$ cat src/rtl/alu_arbiter.sv
// Two-requester round-robin front end for a shared combinational ALU.
// Results are registered with the ID of the requester that issued them.
module alu_arbiter #(
  parameter int unsigned VWIDTH = 32,
  parameter int unsigned IWIDTH = 11,
  parameter int unsigned AWIDTH = 4
) (
  input  logic              clk,
  input  logic              rst_n,
  input  logic              req0_valid,
  output logic              req0_ready,
  input  logic [IWIDTH-1:0] req0_instr,
  input  logic [VWIDTH-1:0] req0_a,
  input  logic [VWIDTH-1:0] req0_b,
  input  logic              req1_valid,
  output logic              req1_ready,
  input  logic [IWIDTH-1:0] req1_instr,
  input  logic [VWIDTH-1:0] req1_a,
  input  logic [VWIDTH-1:0] req1_b,
  output logic              res_valid,
  input  logic              res_ready,
  output logic [VWIDTH-1:0] res_data,
  output logic              res_id
);

  localparam int unsigned SHW = 5;

  localparam logic [6:0] OPC_RTYPE = 7'b0110011;
  localparam logic [6:0] OPC_ITYPE = 7'b0010011;

  localparam logic [AWIDTH-1:0] OP_ADD  = AWIDTH'(0);
  localparam logic [AWIDTH-1:0] OP_SUB  = AWIDTH'(1);
  localparam logic [AWIDTH-1:0] OP_SLL  = AWIDTH'(2);
  localparam logic [AWIDTH-1:0] OP_SLT  = AWIDTH'(3);
  localparam logic [AWIDTH-1:0] OP_SLTU = AWIDTH'(4);
  localparam logic [AWIDTH-1:0] OP_XOR  = AWIDTH'(5);
  localparam logic [AWIDTH-1:0] OP_SRL  = AWIDTH'(6);
  localparam logic [AWIDTH-1:0] OP_SRA  = AWIDTH'(7);
  localparam logic [AWIDTH-1:0] OP_OR   = AWIDTH'(8);
  localparam logic [AWIDTH-1:0] OP_AND  = AWIDTH'(9);

  typedef struct packed {
    logic [IWIDTH-1:0] instr;
    logic [VWIDTH-1:0] a;
    logic [VWIDTH-1:0] b;
  } req_t;

  typedef enum logic {EMPTY = 1'b0, FULL = 1'b1} state_t;

  state_t            state;
  logic              last_grant;
  logic              can_accept;
  logic              any_valid;
  logic              winner;
  logic              xfer;
  req_t              sel;
  logic [6:0]        opcode;
  logic [2:0]        funct3;
  logic              funct7b5;
  logic [AWIDTH-1:0] aluop;
  logic [SHW-1:0]    shamt;
  logic [VWIDTH-1:0] aluout;

  // Arbitration: a lone requester wins; on contention the one not granted last wins.
  always_comb begin
    any_valid  = req0_valid | req1_valid;
    can_accept = rst_n & ((state == EMPTY) | res_ready);
    winner     = 1'b0;
    if (req0_valid && req1_valid) begin
      winner = ~last_grant;
    end else if (req1_valid) begin
      winner = 1'b1;
    end
    req0_ready = can_accept & req0_valid & ~winner;
    req1_ready = can_accept & req1_valid & winner;
    xfer       = req0_ready | req1_ready;
  end

  // Operand mux driven by the winner.
  always_comb begin
    sel = '{instr: req0_instr, a: req0_a, b: req0_b};
    if (winner) begin
      sel = '{instr: req1_instr, a: req1_a, b: req1_b};
    end
  end

  // ALU controller: R/I-type decode; every other opcode performs ADD.
  always_comb begin
    opcode   = sel.instr[6:0];
    funct3   = sel.instr[9:7];
    funct7b5 = sel.instr[10];
    aluop    = OP_ADD;
    if ((opcode == OPC_RTYPE) || (opcode == OPC_ITYPE)) begin
      case (funct3)
        3'b000:  aluop = ((opcode == OPC_RTYPE) && funct7b5) ? OP_SUB : OP_ADD;
        3'b001:  aluop = OP_SLL;
        3'b010:  aluop = OP_SLT;
        3'b011:  aluop = OP_SLTU;
        3'b100:  aluop = OP_XOR;
        3'b101:  aluop = funct7b5 ? OP_SRA : OP_SRL;
        3'b110:  aluop = OP_OR;
        default: aluop = OP_AND;
      endcase
    end
  end

  // ALU datapath, wrap-around arithmetic, no flags.
  always_comb begin
    shamt  = sel.b[SHW-1:0];
    aluout = '0;
    case (aluop)
      OP_ADD:  aluout = VWIDTH'(sel.a + sel.b);
      OP_SUB:  aluout = VWIDTH'(sel.a - sel.b);
      OP_SLL:  aluout = VWIDTH'(sel.a << shamt);
      OP_SLT:  aluout = VWIDTH'(($signed(sel.a) < $signed(sel.b)) ? 1 : 0);
      OP_SLTU: aluout = VWIDTH'((sel.a < sel.b) ? 1 : 0);
      OP_XOR:  aluout = sel.a ^ sel.b;
      OP_SRL:  aluout = VWIDTH'(sel.a >> shamt);
      OP_SRA:  aluout = VWIDTH'($signed(sel.a) >>> shamt);
      OP_OR:   aluout = sel.a | sel.b;
      OP_AND:  aluout = sel.a & sel.b;
      default: aluout = VWIDTH'(sel.a + sel.b);
    endcase
  end

  // Output register FSM; a transfer refills even while the old result drains.
  always_ff @(posedge clk or negedge rst_n) begin
    if (!rst_n) begin
      state      <= EMPTY;
      res_valid  <= 1'b0;
      res_data   <= '0;
      res_id     <= 1'b0;
      last_grant <= 1'b1;
    end else begin
      case (state)
        EMPTY: begin
          if (xfer) begin
            state      <= FULL;
            res_valid  <= 1'b1;
            res_data   <= aluout;
            res_id     <= winner;
            last_grant <= winner;
          end
        end
        default: begin
          if (xfer) begin
            res_data   <= aluout;
            res_id     <= winner;
            last_grant <= winner;
          end else if (res_ready) begin
            state     <= EMPTY;
            res_valid <= 1'b0;
          end
        end
      endcase
    end
  end

endmodule
$ cat config.mk
export PLATFORM = sky130hd
export DESIGN_NAME = alu_arbiter
export DESIGN_NICKNAME = d
export VERILOG_FILES = /design/src/rtl/alu_arbiter.sv
export SDC_FILE = /design/constraint.sdc
export NUM_CORES = 1
export LEC_CHECK = 0
export CAP_MARGIN = 20
export CORE_MARGIN = 3
export CORE_UTILIZATION = 45
export DETAILED_ROUTE_END_ITERATION = 8
export DONT_BUFFER_PORTS = 1
export GPL_ROUTABILITY_DRIVEN = 0
export PLACE_DENSITY = 0.67
export SETUP_SLACK_MARGIN = 0.3
export SYNTH_ARGS = -nofsm -noshare
export SYNTH_HDL_FRONTEND = slang
export SYNTH_SLANG_ARGS = --single-unit
$ cat constraint.sdc
create_clock -name clk -period 4.1 [get_ports clk]
set_clock_uncertainty 0.15 [all_clocks]
set_input_delay 1.23 -clock clk [delete_from_list [all_inputs] [get_ports clk]]
set_output_delay 1.23 -clock clk [all_outputs]
set_load 0.01 [all_outputs]
==> out/summary.txt <==
Status = complete, but fails checks
Failing checks = setup timing
Initial antenna violation count = 1
Largest net degree at the start of global routing = 66
DR DRC count = 0
Worst Hold Class = register to register
Met2 Track Usage GR = 0.593
Synth-to-Final Area Change = 41.3%
Busiest grt layer = met2
GR Util met3 = 0.114
Sw power = 2920 uW
Switch share = 0.498
Core footprint = 0.0280 mm^2
Worst Path Max Fanout = 5
Syn Area/Cell = 6.85 um^2
Finished Layout Cells = 2598
Dpl cells = 2546
Fin nets = 2471
Synthesized Nets = 2133
Synth warn = 0
Vias = 17.2k
Pins Over Slew Limit = 0
# port buffers = 0
Commonest register cell after synthesis = dfrtp_1
Hold-fix buffers, CTS = 0
First-pass iteration count of the detailed router = 8
Static Leak = 0.00828 uW
Root buf cell = clkbuf_16
CP Capture Type = register
Worst endpoint required time = 4.19 ns
Top post-synthesis cells by area = mux2i_1, nand2_1, ha_1, dfrtp_1, a21oi_1
Initial DRC Count = 2277
Overall power = 5860 uW
Pwr Density = 322 mW/mm^2
Hold Fails Final Rpt = 0
Starting density of the core = 0.460
Vias per inst = 6.64
Post-route minimum period = 4.37 ns
Share of the synthesized area in the top cell type = 0.186
Dpl ws = -0.638 ns
Hpwl dp = 48400 um
Fmax = 229 MHz
Io pins = 191
Max Buffers Root-to-Sink = 2
Worst-margin pin slew = 0.956 ns
Cells after Synth = 1880
Distinct cells, synth = 94
Share of layout cells above drive strength 1 = 0.343
Worst hold slack = 0.308 ns
Worst setup margin = -0.273 ns
Flop pwr share = 0.116
Die width = 175 um
Maximum VDD drop = 240 uV
Leading cell types in the layout, fill and taps excluded = buf_4, nand2_1, mux2i_1, nor2_1, a21oi_1
Setup Crit Path Kind = primary input to register
Total CTS buffers = 5
H-tree levels = 2
Netlist Area Pre-Place = 0.0129 mm^2
First-pass GRT wire length = 94600 um
Clock transition at path regs = 0.08 ns
Register area share after synthesis = 0.0701
Post-synth EDFFs = 0
WL per Instance = 24.5 um
Worst EP arrival = 4.46 ns
Die Height = 175 um
WL final = 63600 um
Post-DRT Antenna Nets = 0
Max cap viols = 0
Gate power share = 0.810
Row count = 61
Clock network fraction of total power = 0.075
# setup viols final = 13
Slew HR = 0.360
Fin crit share = 1.07
RSZ-0062 raised after global routing = true
FFs w/ async S/R, synth = 1.00
Dominant cell type by area after synthesis = mux2i_1
Critical Path Start Type = primary input
Tot GR Track Use = 0.388
Clk Latency, worst-skew pair = 0.29 ns
Total gr overflow = 0
Full die area = 0.0307 mm^2
Commonest non-fill, non-tap cell in the layout = buf_4
M1 GR Usage = 0.467
CTS tree = done
Clock sink count = 36
Seq cells post-synth = 36
Setup_tns = -1.63 ns
P_int = 2940 uW
Number of global-route vias before repair = 16.6k
==> cell usage after synthesis (13+ instances only) <==
library cell / n
a21oi_1: 147
o221ai_1: 17
a22oi_1: 13
dfrtp_1: 35
ha_1: 96
buf_1: 19
nand2b_1: 19
mux2_2: 26
a31oi_1: 33
nor2_1: 127
nand3_1: 33
or3_1: 13
inv_1: 97
clkbuf_1: 58
mux2i_1: 239
a211oi_1: 39
a221oi_1: 35
buf_2: 54
xnor2_1: 32
nor2b_1: 19
o21bai_1: 15
o21ai_0: 100
o211ai_1: 34
a21o_1: 17
o31ai_1: 14
nand2_1: 322
nor3_1: 39
==> path summary, 6_finish.rpt <==
| check | end | slack [ns] | start | cells past startpoint |
|---|---|---|---|---|
| max in group asynchronous | last_grant | 3.15 | rst_n | 0 |
| max | res_data[28] | -0.27 | req1_valid | 18 |
| max reg2reg | res_data[26] | 0.16 | last_grant | 19 |
| min reg2reg | res_valid | 0.31 | state | 1 |
| min in group asynchronous | res_data[23] | 0.47 | rst_n | 0 |
| min | res_valid | 0.31 | state | 1 |
==> layout make-up <==
cell class	instances	area [um^2]
fill	2243	9830
timing repair buffer	472	3800
tap	378	473
antenna	1	2.50
clock buffer	8	156
sequential	36	902
inverter	101	397
multi-input combinational	1602	12500
==> kinds of logic after synthesis <==
kind of cell	share of synthesized area
adder cells (fa/ha/maj)	0.0964
AO/OA/AOI/OAI	0.296
flip-flops	0.0701
XOR/XNOR	0.0259
multiplexers	0.214
buffers and inverters	0.0803
AND/OR/NAND/NOR	0.217
==> timing repair <==
action	4_1_cts	5_1_grt
setup endpoints to repair	32	32
buffers inserted	25	17
gates resized for setup	150	127
pin swaps	47	53
cloned	1	0
==> routing by layer <==
metal	part of all wire	wire length, um
met1	0.36	22700
met5	0	0
met2	0.41	26400
met3	0.13	8490
met4	0.096	6080
==> power by group through the flow <==
stage	combinational [uW]	clock (uW)	sequential, uW
3_3_place_gp	3800	0	682
2_1_floorplan	2420	0	624
6_report	4750	440	677
4_1_cts	4250	435	678
5_1_grt	4980	449	693
3_5_place_dp	3870	0	682
==> through the flow <==
step | util | cell area [um^2]
2_1_floorplan | - | 13400
3_3_place_gp | 0.584 | 16400
3_5_place_dp | 0.584 | 16400
4_1_cts | 0.624 | 17500
5_1_grt | 0.649 | 18200
6_report | 0.649 | 18200
==> critical path, cell delays in order <==
cell	delay, ns
a21boi_4	0.17
buf_12	0.14
buf_12	0.13
mux2i_4	0.25
inv_2	0.10
ha_4	0.18
inv_4	0.05
fa_2	0.20
nor2b_4	0.16
o21ai_4	0.08
a211oi_4	0.33
o211ai_2	0.19
a31oi_4	0.28
a31oi_4	0.16
buf_4	0.17
o31ai_1	0.36
o32ai_2	0.15
a21oi_1	0.13
==> state kept, by name, summed over array words and instances, names as in the netlist <==
register    flops
last_grant      1
res_valid       1
res_data       32
res_id          1
state           1
Power figures use the tool's default switching activity.
